[src/rtl/lbist_pkg.sv]
// Shared LBIST constants and the ORA state encoding also used by the BIST controller.
package lbist_pkg;

    localparam logic [31:0] LBIST_POLY    = 32'h04C11DB7;
    localparam logic [31:0] LBIST_SEED    = 32'hFFFFFFFF;
    localparam int unsigned LBIST_N_RESP  = 8;
    localparam int unsigned LBIST_TIMEOUT = 64;

    typedef logic [1:0] ora_state_t;

    localparam ora_state_t ORA_IDLE    = 2'd0;
    localparam ora_state_t ORA_COMPACT = 2'd1;
    localparam ora_state_t ORA_COMPARE = 2'd2;
    localparam ora_state_t ORA_DONE    = 2'd3;

endpackage

[src/rtl/lbist_ora_if.sv]
// Store-snoop and result bus between the BIST controller/core side and the ORA.
interface lbist_ora_if;

    logic        test_en;
    logic        mem_we;
    logic [31:0] mem_addr;
    logic [31:0] mem_wdata;
    logic [31:0] golden;
    logic [31:0] signature;
    logic [3:0]  resp_cnt;
    logic        done;
    logic        pass;
    logic        timeout;
    logic        overrun;

    modport master (
        output test_en, mem_we, mem_addr, mem_wdata, golden,
        input  signature, resp_cnt, done, pass, timeout, overrun
    );

    modport slave (
        input  test_en, mem_we, mem_addr, mem_wdata, golden,
        output signature, resp_cnt, done, pass, timeout, overrun
    );

endinterface

[src/rtl/lbist_misr.sv]
// 32-bit multiple-input signature register; seed load has priority over a step.
module lbist_misr
    import lbist_pkg::*;
#(
    parameter logic [31:0] POLY = LBIST_POLY,
    parameter logic [31:0] SEED = LBIST_SEED
) (
    input  logic        clk,
    input  logic        nRst,
    input  logic        load_seed,
    input  logic        step,
    input  logic [31:0] data_in,
    output logic [31:0] sig
);

    always_ff @(posedge clk or negedge nRst) begin
        if (!nRst) begin
            sig <= SEED;
        end else if (load_seed) begin
            sig <= SEED;
        end else if (step) begin
            sig <= {sig[30:0], 1'b0} ^ (sig[31] ? POLY : '0) ^ data_in;
        end
    end

endmodule

[src/rtl/lbist_ora.sv]
// LBIST output response analyser: snoops data-memory stores, compacts them into
// a MISR signature and reports done/pass against a golden value.
module lbist_ora
    import lbist_pkg::*;
#(
    parameter int unsigned N_RESP  = LBIST_N_RESP,
    parameter logic [31:0] POLY    = LBIST_POLY,
    parameter logic [31:0] SEED    = LBIST_SEED,
    parameter int unsigned TIMEOUT = LBIST_TIMEOUT
) (
    input  logic        clk,
    input  logic        nRst,
    lbist_ora_if.slave  bus
);

    localparam int unsigned TW       = $clog2(TIMEOUT + 1);
    localparam logic [TW-1:0] T_LAST = TW'(TIMEOUT - 1);
    localparam logic [3:0]  CNT_FULL = 4'(N_RESP);
    localparam logic [3:0]  CNT_LAST = 4'(N_RESP - 1);
    localparam logic [31:0] ADDR_LIM = 32'(4 * N_RESP);

    ora_state_t    state;
    logic [3:0]    resp_cnt;
    logic [TW-1:0] timer;
    logic          done;
    logic          pass;
    logic          timeout;
    logic          overrun;
    logic [31:0]   sig;
    logic          accept;
    logic          load_seed;
    logic          misr_step;

    assign accept    = bus.mem_we && (bus.mem_addr[1:0] == 2'b00) && (bus.mem_addr < ADDR_LIM);
    assign load_seed = !bus.test_en || (state == ORA_IDLE);
    assign misr_step = accept && (state == ORA_COMPACT);

    lbist_misr #(
        .POLY (POLY),
        .SEED (SEED)
    ) u_misr (
        .clk       (clk),
        .nRst      (nRst),
        .load_seed (load_seed),
        .step      (misr_step),
        .data_in   (bus.mem_wdata),
        .sig       (sig)
    );

    always_ff @(posedge clk or negedge nRst) begin
        if (!nRst) begin
            state    <= ORA_IDLE;
            resp_cnt <= '0;
            timer    <= '0;
            done     <= 1'b0;
            pass     <= 1'b0;
            timeout  <= 1'b0;
            overrun  <= 1'b0;
        end else if (!bus.test_en) begin
            state    <= ORA_IDLE;
            resp_cnt <= '0;
            timer    <= '0;
            done     <= 1'b0;
            pass     <= 1'b0;
            timeout  <= 1'b0;
            overrun  <= 1'b0;
        end else begin
            case (state)
                ORA_IDLE: begin
                    state <= ORA_COMPACT;
                end
                ORA_COMPACT: begin
                    if (timer != '1) begin
                        timer <= timer + 1'b1;
                    end
                    if (accept && resp_cnt != CNT_FULL) begin
                        resp_cnt <= resp_cnt + 1'b1;
                    end
                    // Completing the run wins over a timeout landing on the same edge.
                    if (accept && resp_cnt == CNT_LAST) begin
                        state <= ORA_COMPARE;
                    end else if (timer == T_LAST) begin
                        state   <= ORA_DONE;
                        done    <= 1'b1;
                        pass    <= 1'b0;
                        timeout <= 1'b1;
                    end
                end
                ORA_COMPARE: begin
                    state <= ORA_DONE;
                    done  <= 1'b1;
                    pass  <= (sig == bus.golden) && !overrun && !accept;
                    if (accept) begin
                        overrun <= 1'b1;
                    end
                end
                default: begin
                    if (accept) begin
                        overrun <= 1'b1;
                        pass    <= 1'b0;
                    end
                end
            endcase
        end
    end

    assign bus.signature = sig;
    assign bus.resp_cnt  = resp_cnt;
    assign bus.done      = done;
    assign bus.pass      = pass;
    assign bus.timeout   = timeout;
    assign bus.overrun   = overrun;

endmodule

[src/flat_wrapper.sv]
// flat-port wrapper written by rule: the top's interface ports become plain ports
module lbist_ora_flat import lbist_pkg::*;
#(
    parameter int unsigned N_RESP  = LBIST_N_RESP,
    parameter logic [31:0] POLY    = LBIST_POLY,
    parameter logic [31:0] SEED    = LBIST_SEED,
    parameter int unsigned TIMEOUT = LBIST_TIMEOUT
)
  (clk, nRst, bus_test_en, bus_mem_we, bus_mem_addr, bus_mem_wdata, bus_golden, bus_signature, bus_resp_cnt, bus_done, bus_pass, bus_timeout, bus_overrun);
  lbist_ora_if bus_i ();
  input  logic clk;
  input  logic nRst;
  input wire logic [$bits(bus_i.test_en)-1:0] bus_test_en;
  input wire logic [$bits(bus_i.mem_we)-1:0] bus_mem_we;
  input wire logic [$bits(bus_i.mem_addr)-1:0] bus_mem_addr;
  input wire logic [$bits(bus_i.mem_wdata)-1:0] bus_mem_wdata;
  input wire logic [$bits(bus_i.golden)-1:0] bus_golden;
  output wire logic [$bits(bus_i.signature)-1:0] bus_signature;
  output wire logic [$bits(bus_i.resp_cnt)-1:0] bus_resp_cnt;
  output wire logic [$bits(bus_i.done)-1:0] bus_done;
  output wire logic [$bits(bus_i.pass)-1:0] bus_pass;
  output wire logic [$bits(bus_i.timeout)-1:0] bus_timeout;
  output wire logic [$bits(bus_i.overrun)-1:0] bus_overrun;
  assign bus_i.test_en = bus_test_en;
  assign bus_i.mem_we = bus_mem_we;
  assign bus_i.mem_addr = bus_mem_addr;
  assign bus_i.mem_wdata = bus_mem_wdata;
  assign bus_i.golden = bus_golden;
  assign bus_signature = bus_i.signature;
  assign bus_resp_cnt = bus_i.resp_cnt;
  assign bus_done = bus_i.done;
  assign bus_pass = bus_i.pass;
  assign bus_timeout = bus_i.timeout;
  assign bus_overrun = bus_i.overrun;
  lbist_ora #(.N_RESP(N_RESP), .POLY(POLY), .SEED(SEED), .TIMEOUT(TIMEOUT)) u_core (.clk(clk), .nRst(nRst), .bus(bus_i));
endmodule
[config.mk]
export PLATFORM = sky130hd
export DESIGN_NAME = lbist_ora_flat
export DESIGN_NICKNAME = d
export VERILOG_FILES = /design/src/rtl/lbist_pkg.sv /design/src/rtl/lbist_ora_if.sv /design/src/rtl/lbist_misr.sv /design/src/rtl/lbist_ora.sv /design/src/flat_wrapper.sv
export SDC_FILE = /design/constraint.sdc
export NUM_CORES = 1
export LEC_CHECK = 0
export CORE_MARGIN = 2
export CORE_UTILIZATION = 30
export DETAILED_ROUTE_END_ITERATION = 6
export PLACE_DENSITY = 0.7
export SLEW_MARGIN = 20
export SYNTH_ARGS = -nofsm -noshare
export SYNTH_HDL_FRONTEND = slang
export SYNTH_HIERARCHICAL = 1
export SYNTH_SLANG_ARGS = --single-unit
[constraint.sdc]
create_clock -name clk -period 2.2 [get_ports clk]
set_clock_uncertainty 0.1 [all_clocks]
set_input_delay 0.44 -clock clk [delete_from_list [all_inputs] [get_ports clk]]
set_output_delay 0.44 -clock clk [all_outputs]
set_load 0.005 [all_outputs]
==> flow_summary.ini <==
[outcome]
outcome = finished, final reports clean

[logic_synthesis]
synth_mux_area_share_pct = 1.06
syn_avg_cell_area_um2 = 11.4
synth_top_area_share_pct = 25.3
ys_types = 44
synth_top_cell_by_area = dfstp_2
synth.most_common_cell = xor2_1
synth_top_family_by_area = XOR/XNOR gates
syn_inst = 291
synth_compound_area_share_pct = 12.1
syn-num-nets = 397
synth-edff-count = 0
ys.flop_type = dfstp_2
syn_area_um2 = 3320
synth.yosys.seq_area_share_pct = 38.1
synthTopCellsByArea = dfstp_2 25%, dfrtp_1 13%, xor2_1 9.5%, a211o_1 8.7%, nor2b_1 6.2%
ys_warn_count = 6
synthSimpleGateAreaFrac_pct = 18.1
yosys.area_share.adder_pct = 2.26
synthArstFlopShare_pct = 100
synthTopCellsByCount = 36 x xor2_1, 33 x a211o_1, 33 x nor2b_1, 32 x dfstp_2, 23 x xnor2_1
yosys.area_share.xor_xnor_pct = 25.4
yosys_register_bits = 49

[finish]
ff_latch_area_um2 = 1270
layout-drive-gt1-share_pct = 21.5
final_nets = 560
multi_input_area_um2 = 2000
nFillCells = 964
n_antenna_cell = 0
stdcell_count = 595
area_growth_pct = 61.1
final_util_pct = 49.3

[cts]
cts_tree = yes
clock_sinks = 49
clk_latency_ns = 0.30
cts_root_buf = clkbuf_8
path_clk_slew_ns = 0.10
clock_path_buffers = 2
htree_levels = 2
cts_buffers = 5

[critical_path]
regToRegSetupSlack_ns = 0.19
crit_type = input port to register
path_delay_family = buffers and inverters
reg2reg_depth = 7
r2r_end = u_core/bus.pass
worst-path-max-fanout = 5
end_kind = register
worstPathRequired_ns = 2.30
max_stage_delay_ns = 0.49
r2r_start = u_core/u_misr/sig[19]
crit_chain = clkdlybuf4s50_1 -> nor4_2 -> nand4_2 -> nor2_4 -> buf_4 -> buf_4 -> and3_4 -> a221oi_2 -> mux2_4
worst-endpoint-arrival_ns = 2.26
cpMostUsedCell = buf_4
crit_slowest_cell = clkdlybuf4s50_1
crit_buf_inv = 3
critPathLaunchType = input port

[routing]
routed-via-count = 2876
drt-initial-drc-count = 107
vias_per_cell = 4.83
top_layer = met4
routed_wl_mm = 10.1
drtPass1Iterations = 4
dr_wl_met3_um = 742
ant_nets = 0
wl_met1_mm = 4.20
drc_errors = 0
met2_length_mm = 5.06
detail_route.wl_per_cell_um = 16.9

[global_routing]
grt_pass1_wl_mm = 14.6
grt_pass1_vias = 2907
grt_max_degree = 33
grt-ovfl-total = 0
grtUsageTotal_pct = 16.0
antenna_found_initial = 0

[sta]
fin_crit_sh_pct = 98.4
worst_pin_slew_ns = 0.467
timing.hold.ws_ns = 0.403
setup_ws_ns = 0.0346
totalNegativeSetupSlack_ns = 0
finalCriticalPeriod_ns = 2.17
finalSetupViolations = 0
finalMaxSlewViolations = 0
slew_headroom_pct = 68.9
fmax_ghz = 0.462
hold_viol_final = 0

[power]
cellPowerDensity_nw_per_um2 = 412
vdd_ir_drop_max_v = 0.000238
p_leak_nw = 2.33

[worst_hold_path]
min_path_type = register to register
worstHoldEndpoint = u_core/bus.done
whs_path_depth = 1
min_from = u_core/bus.done

[floorplanning]
ios = 140
fp.dieH_um = 109
dieArea_um2 = 11900
coreArea_um2 = 10800
die-width_um = 109
fp-row-count = 38
start_util_pct = 30.6

[place]
portBuffers = 136
placedCellCount = 579
place.gp.congestion = 0.815
dp_hpwl_mm = 7.26
pre_cts_slack_ns = -0.396

[flow_run]
max_cap_viol_count = 0
-- flip-flops by register name, summed over array words and instances, names as in the netlist --
register and flops:
u_core/bus.pass 1, u_core/state 2, u_core/bus.timeout 1, u_core/timer 7, u_core/bus.resp_cnt 4, u_core/bus.overrun 1
u_core/u_misr/sig 32, u_core/bus.done 1
-- placed cells by master, fill, tap and decap left out, types with 3 or more instances in the layout --
cell type,count
a211o_1,33
dfstp_2,32
and2_1,8
nor4_2,7
clkdlybuf4s50_1,108
nor3_1,4
buf_4,21
dlygate4sd2_1,5
nand2_1,5
nor2b_1,33
nand4_1,10
xnor2_1,22
ha_1,5
dlymetal6s2s_1,21
o21ai_0,3
and2b_1,4
buf_6,5
inv_1,7
xor2_1,36
xor3_4,5
buf_12,4
clkbuf_8,6
xor3_1,8
dfrtp_1,17
and3_1,3
nor2_1,6
-- how the worst max path moves through the flow --
stage	start	endpoint	slack, ns	cells after the start
after floorplan	bus_mem_addr[1]	u_core/u_misr/sig[23]	-0.06	8
after global placement	bus_mem_addr[13]	u_core/u_misr/sig[25]	-0.36	9
after detailed placement	bus_mem_addr[13]	u_core/u_misr/sig[13]	-0.40	9
after CTS	bus_mem_addr[1]	u_core/bus.pass	-0.01	8
after global routing	bus_mem_addr[22]	u_core/u_misr/sig[19]	-0.02	9
final	bus_mem_addr[22]	u_core/bus.pass	0.03	9
-- worst register-to-register path, delay by kind of cell (launching register included) --
| kind | cells | cell delay [ns] |
|---|---|---|
| buffers and inverters | 1 | 0.15 |
| muxes | 1 | 0.16 |
| xor gates and xnor gates | 1 | 0.15 |
| DFF | 1 | 0.61 |
| and+or+nand+nor | 4 | 0.79 |
-- per-stage QoR --
step | area, µm² | power, W
floorplan | 3320 | 0.00132
global placement | 5030 | 0.00162
detailed placement | 5030 | 0.00164
CTS | 5180 | 0.00222
global route | 5350 | 0.00234
finish | 5350 | 0.00220
-- layer usage --
layer / global-route usage [%] / vias to the layer above
li1: - / 1352
met1: 19.8 / 1396
met2: 28.3 / 122
met3: 3.89 / 6
met4: 3.16 / 0
met5: 0 / -
-- area by class of cell --
cell class / count / area share [%]
inverters: 7 / 0.491
clock buffers: 7 / 1.61
clock inverters: 1 / 0.117
flip-flops and latches: 49 / 23.7
repair buffers: 170 / 33.4
multi-input cells: 221 / 37.5
well taps: 140 / 3.27
-- repair_timing --
| action | 4_1_cts | 5_1_grt |
|---|---|---|
| hold endpoints to repair | 12 | 0 |
| gates resized for setup | 9 | 34 |
| setup endpoints to repair | 26 | 30 |
| hold buffers | 1 | 0 |
| setup buffers | 3 | 1 |
| pin swaps | 9 | 14 |
| gates cloned | 1 | 2 |
-- kinds of logic after synthesis --
group,count (synthesis)
flip-flops,49
XOR/XNOR,72
AND/OR/NAND/NOR,92
AO/OA/AOI/OAI,48
buffers and inverters,21
adder cells (fa/ha/maj),6
multiplexers,3
-- report_power, final --
| group | total (W) | internal, W | switching [W] |
|---|---|---|---|
| registers | 0.000965 | 0.000937 | 0.0000277 |
| logic | 0.000672 | 0.000349 | 0.000323 |
| clock network | 0.000566 | 0.000257 | 0.000309 |
(Power assumes the default switching activity.)
